### src/rtl/smd_button_link_rx_pkg.sv
// Shared constants, button bit indices and FSM encoding for the MCU->smdsixbutton serial link.
package smd_link_pkg;

  localparam int          FRAME_BITS = 16;
  localparam logic [3:0]  HEADER     = 4'hA;
  localparam logic [4:0]  CNT_SAT    = 5'd17;

  // Frame bit index of each button; frame[11] is sent first of the button field.
  localparam int BTN_UP = 11;
  localparam int BTN_DW = 10;
  localparam int BTN_LF = 9;
  localparam int BTN_RG = 8;
  localparam int BTN_A  = 7;
  localparam int BTN_B  = 6;
  localparam int BTN_C  = 5;
  localparam int BTN_ST = 4;
  localparam int BTN_X  = 3;
  localparam int BTN_Y  = 2;
  localparam int BTN_Z  = 1;
  localparam int BTN_MD = 0;

  typedef enum logic [1:0] {
    IDLE  = 2'd0,
    SHIFT = 2'd1,
    CHECK = 2'd2
  } link_state_t;

  function automatic logic frame_valid(input logic [4:0] cnt, input logic [15:0] sr);
    return (cnt == 5'(FRAME_BITS)) && (sr[15:12] == HEADER);
  endfunction

endpackage

### src/rtl/smd_button_link_rx_if.sv
// Link-side bundle: SPI pins from the MCU plus the button lines and status pulses toward smdsixbutton.
interface smd_button_link_rx_if;
  import smd_link_pkg::*;

  // No valid/ready here: spi_* are free-running pins sampled through synchronizers,
  // frame_ok/link_err are single-clk pulses, buttons are levels that change only on frame_ok
  // (or on watchdog expiry, flagged by link_lost).
  logic spi_ss_n;
  logic spi_sck;
  logic spi_mosi;
  logic up, dw, lf, rg, a, b, c, st, x, y, z, md;
  logic frame_ok;
  logic link_err;
  logic link_lost;
  link_state_t dbg_state;

  modport master (
    output spi_ss_n, spi_sck, spi_mosi,
    input  up, dw, lf, rg, a, b, c, st, x, y, z, md,
    input  frame_ok, link_err, link_lost, dbg_state
  );

  modport slave (
    input  spi_ss_n, spi_sck, spi_mosi,
    output up, dw, lf, rg, a, b, c, st, x, y, z, md,
    output frame_ok, link_err, link_lost, dbg_state
  );

endinterface

### src/rtl/smd_button_link_rx_sync_edge.sv
// 2-FF synchronizer with rise/fall pulses derived from the synchronized copy.
module sync_edge #(
  parameter logic RST_VAL = 1'b0
) (
  input  logic clk,
  input  logic rst,
  input  logic d,
  output logic q,
  output logic rise,
  output logic fall
);

  logic s1, s2, s3;

  always_ff @(posedge clk or posedge rst) begin
    if (rst) begin
      s1 <= RST_VAL;
      s2 <= RST_VAL;
      s3 <= RST_VAL;
    end else begin
      s1 <= d;
      s2 <= s1;
      s3 <= s2;
    end
  end

  assign q    = s2;
  assign rise = s2 & ~s3;
  assign fall = ~s2 & s3;

endmodule

### src/rtl/smd_button_link_rx.sv
// Serial frame receiver driving the 12 active-low smdsixbutton lines.
// Optional link watchdog built when LINK_WATCHDOG_EN is defined.
module smd_button_link_rx
  import smd_link_pkg::*;
#(
  parameter int WDOG_CYCLES = 2_000_000
) (
  input logic clk,
  input logic rst,
  smd_button_link_rx_if.slave bus
);

  logic ss_q, ss_rise, ss_fall_unused;
  logic sck_q_unused, sck_rise, sck_fall_unused;
  logic mosi_q, mosi_rise_unused, mosi_fall_unused;

  sync_edge #(.RST_VAL(1'b1)) u_sync_ss (
    .clk(clk), .rst(rst), .d(bus.spi_ss_n),
    .q(ss_q), .rise(ss_rise), .fall(ss_fall_unused)
  );

  sync_edge #(.RST_VAL(1'b0)) u_sync_sck (
    .clk(clk), .rst(rst), .d(bus.spi_sck),
    .q(sck_q_unused), .rise(sck_rise), .fall(sck_fall_unused)
  );

  sync_edge #(.RST_VAL(1'b0)) u_sync_mosi (
    .clk(clk), .rst(rst), .d(bus.spi_mosi),
    .q(mosi_q), .rise(mosi_rise_unused), .fall(mosi_fall_unused)
  );

  link_state_t state;
  logic [15:0] sr;
  logic [4:0]  cnt;
  logic [11:0] btn_q;
  logic        frame_ok_q;
  logic        link_err_q;
  logic        commit;
  logic        wd_expire;

  assign commit = (state == CHECK) && frame_valid(cnt, sr);

  always_ff @(posedge clk or posedge rst) begin
    if (rst) begin
      state      <= IDLE;
      sr         <= '0;
      cnt        <= '0;
      btn_q      <= '1;
      frame_ok_q <= 1'b0;
      link_err_q <= 1'b0;
    end else begin
      frame_ok_q <= 1'b0;
      link_err_q <= 1'b0;
      case (state)
        // Level test so a select that dropped while in CHECK still starts a frame here.
        IDLE: begin
          if (!ss_q) begin
            state <= SHIFT;
            sr    <= '0;
            cnt   <= '0;
          end
        end
        SHIFT: begin
          if (sck_rise) begin
            sr <= {sr[14:0], mosi_q};
            if (cnt != CNT_SAT) cnt <= cnt + 5'd1;
          end
          if (ss_rise) state <= CHECK;
        end
        CHECK: begin
          if (commit) begin
            btn_q      <= sr[11:0];
            frame_ok_q <= 1'b1;
          end else begin
            link_err_q <= 1'b1;
          end
          state <= IDLE;
        end
        default: state <= IDLE;
      endcase
      if (wd_expire && !commit) btn_q <= '1;
    end
  end

`ifdef LINK_WATCHDOG_EN
  localparam int WDW = (WDOG_CYCLES > 2) ? $clog2(WDOG_CYCLES) : 1;
  localparam logic [WDW-1:0] WD_LAST = WDW'(WDOG_CYCLES - 1);

  logic [WDW-1:0] wd_cnt;
  logic           link_lost_q;

  assign wd_expire = (wd_cnt == WD_LAST);

  // Counter parks at its terminal value; only a committed frame restarts it.
  always_ff @(posedge clk or posedge rst) begin
    if (rst) begin
      wd_cnt      <= '0;
      link_lost_q <= 1'b0;
    end else if (commit) begin
      wd_cnt      <= '0;
      link_lost_q <= 1'b0;
    end else if (wd_expire) begin
      link_lost_q <= 1'b1;
    end else begin
      wd_cnt <= wd_cnt + 1'b1;
    end
  end

  assign bus.link_lost = link_lost_q;
`else
  logic wdog_cfg_unused;
  assign wdog_cfg_unused = ^WDOG_CYCLES;
  assign wd_expire       = 1'b0;
  assign bus.link_lost   = 1'b0;
`endif

  assign bus.up = btn_q[BTN_UP];
  assign bus.dw = btn_q[BTN_DW];
  assign bus.lf = btn_q[BTN_LF];
  assign bus.rg = btn_q[BTN_RG];
  assign bus.a  = btn_q[BTN_A];
  assign bus.b  = btn_q[BTN_B];
  assign bus.c  = btn_q[BTN_C];
  assign bus.st = btn_q[BTN_ST];
  assign bus.x  = btn_q[BTN_X];
  assign bus.y  = btn_q[BTN_Y];
  assign bus.z  = btn_q[BTN_Z];
  assign bus.md = btn_q[BTN_MD];

  assign bus.frame_ok  = frame_ok_q;
  assign bus.link_err  = link_err_q;
  assign bus.dbg_state = state;

endmodule
### src/flat_wrapper.sv
// flat-port wrapper written by rule: the top's interface ports become plain ports
module smd_button_link_rx_flat import smd_link_pkg::*;
#(
  parameter int WDOG_CYCLES = 2_000_000
)
  (clk, rst, bus_spi_ss_n, bus_spi_sck, bus_spi_mosi, bus_up, bus_dw, bus_lf, bus_rg, bus_a, bus_b, bus_c, bus_st, bus_x, bus_y, bus_z, bus_md, bus_frame_ok, bus_link_err, bus_link_lost, bus_dbg_state);
  smd_button_link_rx_if bus_i ();
  input logic clk;
  input logic rst;
  input wire logic [$bits(bus_i.spi_ss_n)-1:0] bus_spi_ss_n;
  input wire logic [$bits(bus_i.spi_sck)-1:0] bus_spi_sck;
  input wire logic [$bits(bus_i.spi_mosi)-1:0] bus_spi_mosi;
  output wire logic [$bits(bus_i.up)-1:0] bus_up;
  output wire logic [$bits(bus_i.dw)-1:0] bus_dw;
  output wire logic [$bits(bus_i.lf)-1:0] bus_lf;
  output wire logic [$bits(bus_i.rg)-1:0] bus_rg;
  output wire logic [$bits(bus_i.a)-1:0] bus_a;
  output wire logic [$bits(bus_i.b)-1:0] bus_b;
  output wire logic [$bits(bus_i.c)-1:0] bus_c;
  output wire logic [$bits(bus_i.st)-1:0] bus_st;
  output wire logic [$bits(bus_i.x)-1:0] bus_x;
  output wire logic [$bits(bus_i.y)-1:0] bus_y;
  output wire logic [$bits(bus_i.z)-1:0] bus_z;
  output wire logic [$bits(bus_i.md)-1:0] bus_md;
  output wire logic [$bits(bus_i.frame_ok)-1:0] bus_frame_ok;
  output wire logic [$bits(bus_i.link_err)-1:0] bus_link_err;
  output wire logic [$bits(bus_i.link_lost)-1:0] bus_link_lost;
  output wire logic [$bits(bus_i.dbg_state)-1:0] bus_dbg_state;
  assign bus_i.spi_ss_n = bus_spi_ss_n;
  assign bus_i.spi_sck = bus_spi_sck;
  assign bus_i.spi_mosi = bus_spi_mosi;
  assign bus_up = bus_i.up;
  assign bus_dw = bus_i.dw;
  assign bus_lf = bus_i.lf;
  assign bus_rg = bus_i.rg;
  assign bus_a = bus_i.a;
  assign bus_b = bus_i.b;
  assign bus_c = bus_i.c;
  assign bus_st = bus_i.st;
  assign bus_x = bus_i.x;
  assign bus_y = bus_i.y;
  assign bus_z = bus_i.z;
  assign bus_md = bus_i.md;
  assign bus_frame_ok = bus_i.frame_ok;
  assign bus_link_err = bus_i.link_err;
  assign bus_link_lost = bus_i.link_lost;
  assign bus_dbg_state = bus_i.dbg_state;
  smd_button_link_rx #(.WDOG_CYCLES(WDOG_CYCLES)) u_core (.clk(clk), .rst(rst), .bus(bus_i));
endmodule
### config.mk
export PLATFORM = sky130hd
export DESIGN_NAME = smd_button_link_rx_flat
export DESIGN_NICKNAME = d
export VERILOG_FILES = /design/src/rtl/smd_button_link_rx_pkg.sv /design/src/rtl/smd_button_link_rx_if.sv /design/src/rtl/smd_button_link_rx_sync_edge.sv /design/src/rtl/smd_button_link_rx.sv /design/src/flat_wrapper.sv
export SDC_FILE = /design/constraint.sdc
export NUM_CORES = 1
export LEC_CHECK = 0
export BUFFER_PORTS_ARGS = -buffer_cell sky130_fd_sc_hd__buf_4
export CORE_ASPECT_RATIO = 2
export CORE_MARGIN = 5
export CORE_UTILIZATION = 31
export DETAILED_ROUTE_END_ITERATION = 8
export HOLD_SLACK_MARGIN = 0.1
export PLACE_DENSITY = 0.52
export SLEW_MARGIN = 20
export SYNTH_ARGS = -nofsm -noshare
export SYNTH_HDL_FRONTEND = slang
export SYNTH_SLANG_ARGS = --single-unit
### constraint.sdc
create_clock -name clk -period 2.3 [get_ports clk]
set_input_delay 0.46 -clock clk [delete_from_list [all_inputs] [get_ports clk]]
set_output_delay 0.46 -clock clk [all_outputs]
set_load 0.1 [all_outputs]
Word level (Yosys, flattened, before mapping)
Index checks and enable logic that the tools add are counted.
{ "totals": {"in_bits": 5, "regBits": 45} }
{ "op_classes": {"reduce_logical": 8, "n_mux": 14, "n_eq_ne": 9, "n_addsub": 1, "n_bitwise": 4} }
{ "ops": {"columns": ["operator", "count"], "rows": [
  ["$mux W16", 2],
  ["$pmux W16 S2", 1],
  ["$mux W5", 3],
  ["$pmux W5 S2", 1],
  ["$ne A2 B1 Y1 const B", 3],
  ["$add A5 B1 Y5 const B", 1],
  ["$eq A5 B5 Y1 const B", 1],
  ["$ne A5 B5 Y1 const B", 1],
  ["$eq A4 B4 Y1 const B", 1],
  ["$mux W1", 4],
  ["$mux W2", 2],
  ["$pmux W2 S2", 1],
  ["$reduce_and A2 Y1", 2],
  ["$reduce_and A4 Y1", 1],
  ["$reduce_and A3 Y1", 1],
  ["$and A1 B1 Y1", 2],
  ["$eq A2 B1 Y1 const B", 1],
  ["$eq A2 B2 Y1 const B", 1],
  ["$logic_and A1 B1 Y1", 2],
  ["$logic_not A2 Y1", 1],
  ["$ne A2 B2 Y1 const B", 1],
  ["$not A1 Y1", 2],
  ["$reduce_bool A2 Y1", 1]
]} }

Logic depth before layout (Yosys ltp)
Gate-level depths: netlist of the first run.
{ "logic_depth": {"ltp_word": 5, "mapped_depth": 7, "depth_no_buf": 5} }

Modules after synthesis
From an unflattened synthesis of the first run, not the netlist that was laid out.
{ "unflattened": {"hier_cells": 164, "area_unflattened_um2": 1898.1} }
{ "by_module_without_submodules": {"columns": ["mod", "instances", "area_per_inst_um2", "cells_per_inst"], "rows": [
  ["smd_button_link_rx", 1, 1612.8, 146],
  ["sync_edge at u_core.u_sync_mosi ...", 2, 93.8, 6],
  ["sync_edge at u_core.u_sync_ss", 1, 97.6, 6]
]} }

Worst setup path before layout of the first run
No wires, ideal clock.
{ "synth_path": {"path_type": "reg2reg", "from": "reg u_core.state[0] (netlist: u_core.bus.dbg_state[0])", "to": "reg u_core.btn_q[0]", "stages_incl_launch_ff": 6, "required_ns": 2.218, "setup_time_ns": 0.082, "period_less_slack_ns": 2.246, "path_slack_ns": 0.054, "arrival_time_ns": 2.164, "n_path_buf": 2, "cell_sequence": "dfrtp_1 -> nand2b_1 -> or4_4 -> buf_6 -> buf_12 -> mux2_4"} }
{ "synth_between": {"elab_chain_len": 3} }
{ "synth_rtl": {"columns": ["item", "line", "text"], "rows": [
  ["start, declared", "smd_button_link_rx.sv:32", "link_state_t state;"],
  ["start signal, assigned", "smd_button_link_rx.sv:45", "state <= IDLE;"],
  ["start signal, assigned", "smd_button_link_rx.sv:58", "state <= SHIFT;"],
  ["start signal, assigned", "smd_button_link_rx.sv:68", "if (ss_rise) state <= CHECK;"],
  ["$eq A2 B2 Y1 (*)", "smd_button_link_rx.sv:41, smd_button_link_rx.sv:54", null],
  ["$logic_and A1 B1 Y1", "smd_button_link_rx.sv:41", "assign commit = (state == CHECK) && frame_valid(cnt, sr);"],
  ["$reduce_and A2 Y1 (no line) (*)", null, null],
  ["end signal, assigned", "smd_button_link_rx.sv:72", "btn_q <= sr[11:0];"],
  ["end, declared", "smd_button_link_rx.sv:35", "logic [11:0] btn_q;"]
]} }
Every way passes the cells marked *; elsewhere a longest branch is shown, timed or not.
A chain may end at the register's enable or synchronous reset.

Worst setup path in the final report of the first run
{ "layout_path": {"from": "reg u_core.sr[12]", "to": "reg u_core.btn_q[0]"} }
{ "layout_between": {"elab_chain_len": 4} }
{ "layout_rtl": {"columns": ["item", "line", "text"], "rows": [
  ["start, declared", "smd_button_link_rx.sv:33", "logic [15:0] sr;"],
  ["start signal, assigned", "smd_button_link_rx.sv:65", "sr <= {sr[14:0], mosi_q};"],
  ["$eq A4 B4 Y1", "smd_button_link_rx_pkg.sv:29", "return (cnt == 5'(FRAME_BITS)) && (sr[15:12] == HEADER);"],
  ["$logic_and A1 B1 Y1", "smd_button_link_rx_pkg.sv:29", null],
  ["$logic_and A1 B1 Y1", "smd_button_link_rx.sv:41", null],
  ["$reduce_and A2 Y1 (no line)", null, null]
]} }
Every way passes these cells.

==> results of run 1 <==
## cells in the final DEF, fill, tap and decap left out, types with 2 or more instances in the layout
cell	instances
dfstp_2	15
mux2_2	3
mux2i_1	10
nand3_1	2
dfrtp_1	30
nor4_1	6
or3b_1	2
buf_4	26
nor3_1	3
and3_1	4
clkbuf_16	5
inv_1	14
a211o_1	4
mux2_4	9
clkinv_2	2
nor2b_1	2
ha_1	3
a21o_1	5
nand2_1	12
## kinds of logic (layout without fill, tap and decap cells)
logic type	after synthesis	count (layout)	synth area share, %
adders and majority gates	3	3	1.96
other	1	1	0.196
and+or+nand+nor	38	38	11.8
muxes	22	22	14.1
AOI/OAI and AO/OA	14	14	6.08
buffers and inverters	23	49	6.02
DFF	45	45	59.8
## per-stage QoR
stage	instances	setup slack [ns]	hold slack (ns)
floorplan	146	0.0539	0.331
global placement	227	0.484	0.333
detailed placement	227	0.453	0.338
CTS	235	0.451	0.270
global route	235	0.397	0.267
finish	235	0.464	0.275
## area by class of cell
cell class	instances	area, um2	share of cell area, %
Sequential cell	45	1140	50.4
Multi-Input combinational cell	78	653	28.8
Timing Repair Buffer	26	195	8.60
Clock buffer	5	125	5.51
Tap cell	63	78.8	3.47
Inverter	15	56.3	2.48
Clock inverter	3	17.5	0.771
## layer usage
layer  vias up  share of wire, %
met2        17                56
li1        549                 -
met1       565                37
met5         -                 0
met3         7               3.2
met4         0               3.8
## where the power goes
group	switching (mW)	total [mW]	internal (mW)
clock	0.299	0.698	0.398
combinational	0.123	0.207	0.0843
sequential	0.0596	0.906	0.847
## flip-flops by register name (all words and copies together) (netlist names), 2 cells and up
register and count:
u_core.btn_q 12, u_core.bus.dbg_state 2, u_core.cnt 5, u_core.sr 16
## path summary, 6_finish.rpt
check	startpoint	to	slack, ns
max	u_core.sr[12]$_DFFE_PP0P_	u_core.btn_q[0]$_DFFE_PP1P_	0.46
min	bus_spi_ss_n	u_core.u_sync_ss.s1$_DFF_PP1_	0.27
max reg2reg	u_core.sr[12]$_DFFE_PP0P_	u_core.btn_q[0]$_DFFE_PP1P_	0.46
min reg2reg	u_core.u_sync_mosi.s1$_DFF_PP0_	u_core.u_sync_mosi.q$_DFF_PP0_	0.35
max in group asynchronous	rst	u_core.btn_q[10]$_DFFE_PP1P_	1.61
min in group asynchronous	rst	u_core.sr[2]$_DFFE_PP0P_	0.30
==> impl_results.md, run 1 <==
- Status: completed
- Most common cell in the netlist: dfrtp_1
- Inserted Clock Buffers: 5
- Met2 Resource Use GR: 17.6%
- Yosys warning total: 0
- Fillers: 591
- Post-route cell area: 0.00227 mm2
- Post-Syn Area: 0.00191 mm2
- Util after Layout: 37.8%
- Remaining Overflow, GRT: 0
- Worst path buffer plus inverter count: 0
- Row count: 40
- Setup TNS Final: 0 ns
- Avg Cell Area, Syn: approximately 13 um2
- Vias per cell: 4.84
- PwrDens: approximately 800 mW/mm2
- Final Hold Vio Count: 0
- Met3 usage: 2.50%
- Post-synth top flop: dfrtp_1
- Wire per inst: between 10 and 15 um
- Actual slew at the worst max-slew pin: about 0.68 ns
- Worst-path cell chain: or3b_1 -> or4_4 -> mux2_4
- Synth-to-Final Area Change: 18.7%
- Crit Path Max Fanout: 13
- Global-route usage over all layers: 10.1%
- Core box area: 0.00601 mm2
- Fin Clk Skew: 0.00531 ns
- Port bufs: 20
- Min Tclk post-route: 1.84 ns
- Synth area leader: dfrtp_1
- Peak VDD IR: 0.000363 V
- Largest net degree at the start of global routing: 46
- Gr busiest metal: met2
- Max_slew headroom: 54.1%
- Yosys top cell area share: 39.2%
- Post-DP Area: 0.00213 mm2
- Fraction of layout cells with a size suffix above 1: 37.2%
- Stages on worst setup path: 3
- Mapped Cells: 146
- Vias in the first global route: 1229
- Initial antenna violation count: 0
- Delay-heaviest family, CP: simple AND/OR/NAND/NOR gates
- Crit path launch type: flop
- Clock transition at the registers of the reported paths: about 0.060 ns
- GP Congestion: a little over 0.7
- Later-pin clock latency in the skew report: 0.29 ns
- CTS tree: built
- # setup viols final: 0
- Slowest cell on the critical path: or4_4
- Register area share after synthesis: between 50 and 60%
- Synth unique cells: 34
- Async set-reset flop share out of synthesis: 100%
- First-pass GRT wire length: about 5.9 mm
- Post-CTS Hold Buffers: 0
- IO Count: 22
- Detailed Place HPWL: ~2.4 mm
- RSZ-0062 raised after global routing: false
- Max Slew Vio Count: 0
- WL final: about 3.4 mm
- Crit. End Element: flop
- Initial Utilization: 31.9%
- Largest cells by area after synthesis: dfrtp_1, dfstp_2, mux2_4
- Hold Path Class: input pin to flop
- Worst setup path category: flop to flop
- Longest Clk Path Bufs: 2
- Post-CTS Setup Inserts: 0
- Yosys reg bits: 45
- Die area: 0.00794 mm2
- Post-synth EDFFs: 0
- Period utilisation layout: 79.8%
- Detail Route Antenna Nets: 0
- Max-cap violations: 0
- Die X: 65.6 um
- # nets final: 179
- Leakage: 1.16 nW
- Number of H-tree levels: 2
- Die Height: ~120 um
- Commonest cells post-synth: dfrtp_1, dfstp_2, inv_1, nand2_1, mux2i_1
- Syn Nets: 154
- Antenna fix cells: 0
- Critical Path AT: a little over 2 ns
- WP data required: 2.52 ns
- Overall Power: about 1.8 mW
- Maximum clock frequency: between 0.5 and 0.6 GHz
- Reg2reg path depth: 3
- CTS root buffer: clkbuf_16
- Via count: 1138
- Clk sink count: 45
- First-pass DRT Iterations: 4
- Cts repair resizes: 0
- # DRC: 0
- M1 GR Usage: 9.89%
- Crit path largest cell delay: between 0.6 and 0.7 ns
- Iter 0 DRT Violations: 32
- Hold Path Stages: 1
No activity file was read; power rests on OpenSTA's default activity.
==> run 2: changes to the inputs <==
Clock period 2.3 ns to 1.8 ns, I/O delays scaled along.
==> run 2 against run 1 <==
Compared with the run above: the flow now finishes with violations (negative setup slack); combinational power is 74% higher; die area stayed put; clock skew is 0.0014 ns lower; sequential cell count stayed put; critical endpoint is now u_core.btn_q[4]$_DFFE_PP1P_.
==> impl_results.md, run 2 (synthesis gave the netlist of run 1 again) <==
- Inst Count DP: 235 (was 227)
- Port bufs: 20 (unchanged)
- Crit path largest cell delay: 0.59 ns (was 0.63 ns)
- Final Hold Vio Count: 0 (unchanged)
- Area of the multi-input gates: 677 um2 (was 653 um2)
- FF+latch area: 0.00115 mm2 (was 0.00114 mm2)
- Failing checks: negative setup slack
- M1 wire length: 1.37 mm (was 1.25 mm)
- Maximum clock frequency: 0.553 GHz (was 0.545 GHz)
- Die Height: 121 um (unchanged)
- Max FFs per register: 16 (unchanged)
- Initial antenna violation count: 0 (unchanged)
- Crit. End Element: flop (unchanged)
- Fin Clk Skew: 0.00391 ns (was 0.00531 ns)
- Critical Path AT: 2.02 ns (was 2.06 ns)
- Largest net degree at the start of global routing: 46 (unchanged)
- Antenna fix cells: 0 (unchanged)
- Leakage: 1.24 nW (was 1.16 nW)
- Peak VDD IR: 0.000388 V (was 0.000363 V)
- Vias in the first global route: 1234 (was 1229)
- Post-CTS Hold Buffers: 0 (unchanged)
- Crit Path Max Fanout: 7 (was 13)
- Max-cap violations: 0 (unchanged)
- WP data required: 2.01 ns (was 2.52 ns)
- Wire per inst: 14.3 um (about the same)
- Clock transition at the registers of the reported paths: 0.06 ns (about the same)
- CTS root buffer: clkbuf_16 (unchanged)
- Worst setup path category: flop to flop (unchanged)
- Row count: 40 (unchanged)
- Final Worst Setup Slack: -0.00737 ns (was 0.464 ns)
- Via count: 1211 (was 1138)
- IO Count: 22 (unchanged)
- # DRC: 0 (unchanged)
- First-pass DRT Iterations: 4 (unchanged)
- Later-pin clock latency in the skew report: 0.29 ns (about the same)
- WL final: 3.50 mm (was 3.35 mm)
- PwrDens: 1100 mW/mm2 (was 798 mW/mm2)
- WL met2: 1.89 mm (was 1.87 mm)
- Clk sink count: 45 (unchanged)
- Biggest regs: u_core.sr (16), u_core.btn_q (12), u_core.cnt (5) (unchanged)
- Vias per cell: 4.96 (was 4.84)
- Delay-heaviest family, CP: simple AND/OR/NAND/NOR gates (unchanged)
- Period utilisation layout: 100% (was 79.8%)
- Hold Path Class: input pin to async pin (was input pin to flop)
- Min Tclk post-route: 1.81 ns (was 1.84 ns)
- Iter 0 DRT Violations: 33 (was 32)
- RSZ-0062 raised after global routing: true (was false)
- Post-DP Area: 0.00222 mm2 (was 0.00213 mm2)
- Number of H-tree levels: 2 (unchanged)
- Remaining Overflow, GRT: 0 (unchanged)
- Biggest register: u_core.sr (unchanged)
- Crit path launch type: flop (unchanged)
- Longest Clk Path Bufs: 2 (unchanged)
- Slowest cell on the critical path: or4_4 (unchanged)
- Hold Worst Slack: 0.110 ns (was 0.275 ns)
- Initial Utilization: 31.9% (unchanged)
- Die area: 0.00794 mm2 (unchanged)
- Detailed Place HPWL: 2.43 mm (was 2.44 mm)
- GP Congestion: 0.711 (was 0.727)
- Core box area: 0.00601 mm2 (unchanged)
- Status: complete, but fails checks (was completed)
- Routed wl met3: 154 um (was 108 um)
- Worst path buffer plus inverter count: 0 (unchanged)
- Worst-path cell chain: or3b_4 -> or4_4 -> mux2_4 (was or3b_1 -> or4_4 -> mux2_4)
- Die X: 65.6 um (unchanged)
- First-pass GRT wire length: 6.03 mm (was 5.92 mm)
- Fraction of layout cells with a size suffix above 1: 43.1% (was 37.2%)
- Top layer in use: met4 (unchanged)
- # nets final: 188 (was 179)
- Worst Setup Slack post-DPL: -0.0622 ns (was 0.453 ns)
- Fillers: 578 (was 591)
- # setup viols final: 7 (was 0)
- CTS tree: built (unchanged)
- Global-route usage over all layers: 10.1% (about the same)
- Post-route cell area: 0.00242 mm2 (was 0.00227 mm2)
- Inserted Clock Buffers: 5 (unchanged)
- Util after Layout: 40.3% (was 37.8%)
- Detail Route Antenna Nets: 0 (unchanged)
- Non-Filler Instances: 244 (was 235)
- Leading cell type in the layout, fill and taps excluded: buf_4 (was dfrtp_1)
- Synth-to-Final Area Change: 26.6% (was 18.7%)
- Max Slew Vio Count: 0 (unchanged)
- Most frequent cells in the layout: buf_4, dfrtp_1, dfstp_2 (was dfrtp_1, buf_4, dfstp_2)
==> run 2: cell count changes in the layout (fill, tap and decap cells not counted), sizes merged <==
cell and delta:
buf +8, bufinv +2, clkinv -1, clkinvlp -1, or4 +1
==> run 2: cell type report <==
cell class	instances	share of cell area [%]
Sequential cell	45	47.6
Multi-Input combinational cell	79	27.9
Timing Repair Buffer	34	11.1
Clock buffer	5	5.17
Tap cell	63	3.25
Clock inverter	3	2.69
Inverter	15	2.32
==> run 2: worst paths after layout <==
| kind | from | endpoint | slack, ns | cells past startpoint |
|---|---|---|---|---|
| worst max-delay path | u_core.sr[14]$_DFFE_PP0P_ | u_core.btn_q[4]$_DFFE_PP1P_ | -0.007 | 3 |
| worst min-delay path | rst | u_core.u_sync_mosi.s1$_DFF_PP0_ | 0.11 | 3 |
| worst max register to register | u_core.sr[14]$_DFFE_PP0P_ | u_core.btn_q[4]$_DFFE_PP1P_ | -0.007 | 3 |
| worst min register to register | u_core.u_sync_mosi.s1$_DFF_PP0_ | u_core.u_sync_mosi.q$_DFF_PP0_ | 0.35 | 0 |
| max in group asynchronous | rst | u_core.btn_q[11]$_DFFE_PP1P_ | 1.41 | 3 |
| min in group clk | bus_spi_ss_n | u_core.u_sync_ss.s1$_DFF_PP1_ | 0.18 | 1 |
==> run 2: through the flow <==
| stage | total power, mW | setup TNS (ns) |
|---|---|---|
| after detailed placement | 1.51 | -0.637 |
| after CTS | 2.69 | -0.101 |
| after floorplan | 1.36 | -1.39 |
| final | 2.66 | -0.0207 |
| after global routing | 2.78 | -0.227 |
| after global placement | 1.49 | -0.390 |
==> run 2: routing by layer <==
layer	vias to the layer above	GRT usage, %
met4	0	5.45
li1	572	-
met1	606	11.3
met2	26	17.1
met3	7	2.69
met5	-	0
==> run 2: what timing repair did <==
action	4_1_cts	5_1_grt
gates resized for setup	2	1
gates cloned	1	0
endpoints found under the hold margin	0	0
endpoints found under the setup margin	12	9
pin swaps	2	0
buffers inserted	0	0
==> run 2: worst min-delay path, stage by stage <==
cell and delay, ns:
buf_4 0.11, clkinv_1 0.06, buf_12 0.24
==> run 2: power by group <==
| part | switching [mW] | internal, mW |
|---|---|---|
| combinational | 0.201 | 0.160 |
| sequential | 0.0439 | 1.08 |
| clock | 0.376 | 0.792 |
| total | 0.621 | 2.04 |
==> run 3: changes to the inputs <==
Settings changed: ABC_AREA set to 1, PLACE_DENSITY 0.52 to 0.51.
==> run 3 against run 2 <==
Compared with the run above: the flow now finishes without violations; count of clock-buffer cells in the layout up 3; largest cell class unchanged; highest routed layer unchanged; die area is 8.3% higher; combinational power is 120% higher; via count increased by 6.3%; core utilization decreased by 3.2 points.
==> impl_results.md, run 3 <==
- Synth-to-Final Area Change: 17.6% (was 26.6%)
- Critical Path AT: 1.70 ns (was 2.02 ns)
- Hold Path Stages: 1
- Commonest cells post-synth: dfrtp_1, o21ai_2, nand2_1, inv_1 (was dfrtp_1, dfstp_2, inv_1, nand2_1, mux2i_1)
- Row count: 42 (was 40)
- Later-pin clock latency in the skew report: 0.28 ns (was 0.29 ns)
- Via count: 1287 (was 1211)
- Max FFs per register: 16 (unchanged)
- Detailed Place HPWL: 2.56 mm (was 2.43 mm)
- Antenna fix cells: 0 (unchanged)
- Post-CTS Setup Inserts: 0 (unchanged)
- Biggest regs: u_core.sr (16), u_core.btn_q (12), u_core.cnt (5) (unchanged)
- CTS root buffer: clkbuf_16 (unchanged)
- Util after Layout: 37.2% (was 40.3%)
- Post-synth top flop: dfrtp_1 (unchanged)
- Longest Clk Path Bufs: 2 (unchanged)
- Clock transition at the registers of the reported paths: 0.06 ns (about the same)
- Fin Clk Skew: 0.00312 ns (was 0.00391 ns)
- First-pass DRT Iterations: 3 (was 4)
- Inst Count DP: 289 (was 235)
- Number of H-tree levels: 2 (unchanged)
- Vias per cell: 4.32 (was 4.96)
- Avg Cell Area, Syn: 11.3 um2 (was 13.1 um2)
- Crit path launch type: flop (unchanged)
- # DRC: 0 (unchanged)
- WL final: 3.64 mm (was 3.50 mm)
- Syn Nets: 193 (was 154)
- Worst setup path category: flop to flop (unchanged)
- Clk sink count: 45 (unchanged)
- Period utilisation layout: 82.9% (was 100%)
- Maximum clock frequency: 0.670 GHz (was 0.553 GHz)
- Biggest register: u_core.sr (unchanged)
- Initial antenna violation count: 0 (unchanged)
- Cts repair resizes: 0 (was 2)
- Vias in the first global route: 1389 (was 1234)
- Hold Path Class: input pin to flop (was input pin to async pin)
- Yosys warning total: 0 (unchanged)
- R2R setup slack: 0.31 ns (was -0.007 ns)
- Largest net degree at the start of global routing: 27 (was 46)
- Min Tclk post-route: 1.49 ns (was 1.81 ns)
- WP data required: 2.01 ns (about the same)
- Die Height: 126 um (was 121 um)
- Setup TNS Final: 0 ns (was -0.0207 ns)
- Mapped Cells: 185 (was 146)
- Die area: 0.00860 mm2 (was 0.00794 mm2)
- Hold wc startpoint: bus_spi_ss_n
- Post-Syn Area: 0.00209 mm2 (was 0.00191 mm2)
- Global-route usage over all layers: 10.1% (about the same)
- Synth unique cells: 26 (was 34)
- Most common cell in the netlist: dfrtp_1 (unchanged)
- Yosys top cell area share: 35.9% (was 39.2%)
- Hold endpoint: u_core.u_sync_ss.s1$_DFF_PP1_
- Hold Worst Slack: 0.182 ns (was 0.110 ns)
- RR Endpoint: u_core.btn_q[4]$_DFFE_PP1P_ (unchanged)
- Yosys reg bits: 45 (unchanged)
- Post-synth EDFFs: 0 (unchanged)
- Initial Utilization: 31.6% (was 31.9%)
- Reg2reg path depth: 8 (was 3)
- Wire per inst: 12.2 um (was 14.3 um)
- GP Congestion: 0.770 (was 0.711)
- IO Count: 22 (unchanged)
- Synth area leader: dfrtp_1 (unchanged)
- Post-CTS Hold Buffers: 1 (was 0)
- RR Startpoint: u_core.cnt[0]$_DFFE_PP0P_ (was u_core.sr[14]$_DFFE_PP0P_)
- Register area share after synthesis: 54.7% (was 59.8%)
- PwrDens: 1160 mW/mm2 (was 1100 mW/mm2)
- Leakage: 1.04 nW (was 1.24 nW)
- Status: completed (was complete, but fails checks)
- Crit. End Element: flop (unchanged)
- Crit Path Max Fanout: 25 (was 7)
- Port bufs: 20 (unchanged)
- Largest cells by area after synthesis: dfrtp_1, dfstp_2, o21ai_2 (was dfrtp_1, dfstp_2, mux2_4)
- Post-route cell area: 0.00246 mm2 (was 0.00242 mm2)
- Most frequent cells in the layout: dfrtp_1, o21ai_2, nand2_1, buf_4, inv_1 (was buf_4, dfrtp_1, dfstp_2)
- Max-cap violations: 0 (unchanged)
- # setup viols final: 0 (was 7)
- Leading cell type in the layout, fill and taps excluded: dfrtp_1 (was buf_4)
- Final Hold Vio Count: 0 (unchanged)
- RSZ-0062 raised after global routing: false (was true)
- Async set-reset flop share out of synthesis: 100% (unchanged)
- # nets final: 217 (was 188)
- Core box area: 0.00662 mm2 (was 0.00601 mm2)
- First-pass GRT wire length: 6.59 mm (was 6.03 mm)
- Detail Route Antenna Nets: 0 (unchanged)
- Fraction of layout cells with a size suffix above 1: 50.5% (was 43.1%)
- Remaining Overflow, GRT: 0 (unchanged)
- Inserted Clock Buffers: 5 (unchanged)
- Peak VDD IR: 0.000517 V (was 0.000388 V)
- Die X: 68.1 um (was 65.6 um)
- Iter 0 DRT Violations: 45 (was 33)
- CTS tree: built (unchanged)
- Non-Filler Instances: 298 (was 244)
- Post-DP Area: 0.00231 mm2 (was 0.00222 mm2)
- Max Slew Vio Count: 0 (unchanged)
run 3: cell count changes after synthesis, sizes merged, moves of 3 or more:
cell,before,now
nand2,12,33
a21o,6,0
and3,4,0
mux2i,10,0
nand3,2,25
nor3,3,0
nor2,0,6
buf,4,9
nor4,6,1
inv,15,24
o21ai,0,32
mux2,12,0
clkbuf,4,0
a211o,4,0
run 3: logic make-up (layout without fill, tap and decap cells):
group                    count (synthesis)  count (layout)  synth area share (%)
AO/OA/AOI/OAI                           33              33                  12.7
adder cells (fa/ha/maj)                  3               3                  1.79
buffers and inverters                   34              59                  9.32
flip-flops                              45              45                  54.7
other                                    1               1                 0.179
AND/OR/NAND/NOR                         69              69                  21.3
run 3: per-layer routing:
layer	track usage, %	wire [um]	vias to the layer above
met5	0	0	-
met4	5.98	101	0
met3	2.58	94	6
met2	16.2	1910	16
met1	11.8	1530	626
li1	-	-	639
run 3: how the worst max path moves through the flow:
stage                                             start                     endpoint  cells after the start
floorplan           u_core.bus.dbg_state[0]$_DFFE_PP0P_     u_core.sr[3]$_DFFE_PP0P_                      7
global placement              u_core.cnt[0]$_DFFE_PP0P_  u_core.btn_q[6]$_DFFE_PP1P_                      8
detailed placement            u_core.cnt[0]$_DFFE_PP0P_  u_core.btn_q[4]$_DFFE_PP1P_                      8
CTS                           u_core.cnt[0]$_DFFE_PP0P_  u_core.btn_q[4]$_DFFE_PP1P_                      8
global route                  u_core.cnt[0]$_DFFE_PP0P_  u_core.btn_q[4]$_DFFE_PP1P_                      8
finish                        u_core.cnt[0]$_DFFE_PP0P_  u_core.btn_q[4]$_DFFE_PP1P_                      8
run 3: metrics by stage:
stage | power (mW) | setup slack, ns
floorplan | 1.90 | 0.00352
global placement | 2.01 | 0.359
detailed placement | 2.02 | 0.291
CTS | 2.93 | 0.285
global route | 3.03 | 0.162
finish | 2.86 | 0.307
run 3: layout make-up:
class	instances	area, um2
sequential	45	1140
tap	88	110
multi-input combinational	106	753
inverter	25	93.8
fill	680	4160
timing repair buffer	26	223
clock buffer	8	136
run 3: report_power, final:
| part | total [mW] | internal [mW] | switching [mW] |
|---|---|---|---|
| registers | 1.19 | 1.10 | 0.0862 |
| logic | 0.806 | 0.217 | 0.590 |
| clock network | 0.864 | 0.516 | 0.348 |
| total | 2.86 | 1.83 | 1.02 |
run 3: worst max-delay path: stages (launching register included):
cell and delay (ns):
dfrtp_1 0.43, inv_1 0.08, ha_1 0.20, nand2_1 0.07
nor2_2 0.06, nand3_4 0.06, buf_4 0.34, nand2_1 0.11
o21ai_2 0.07
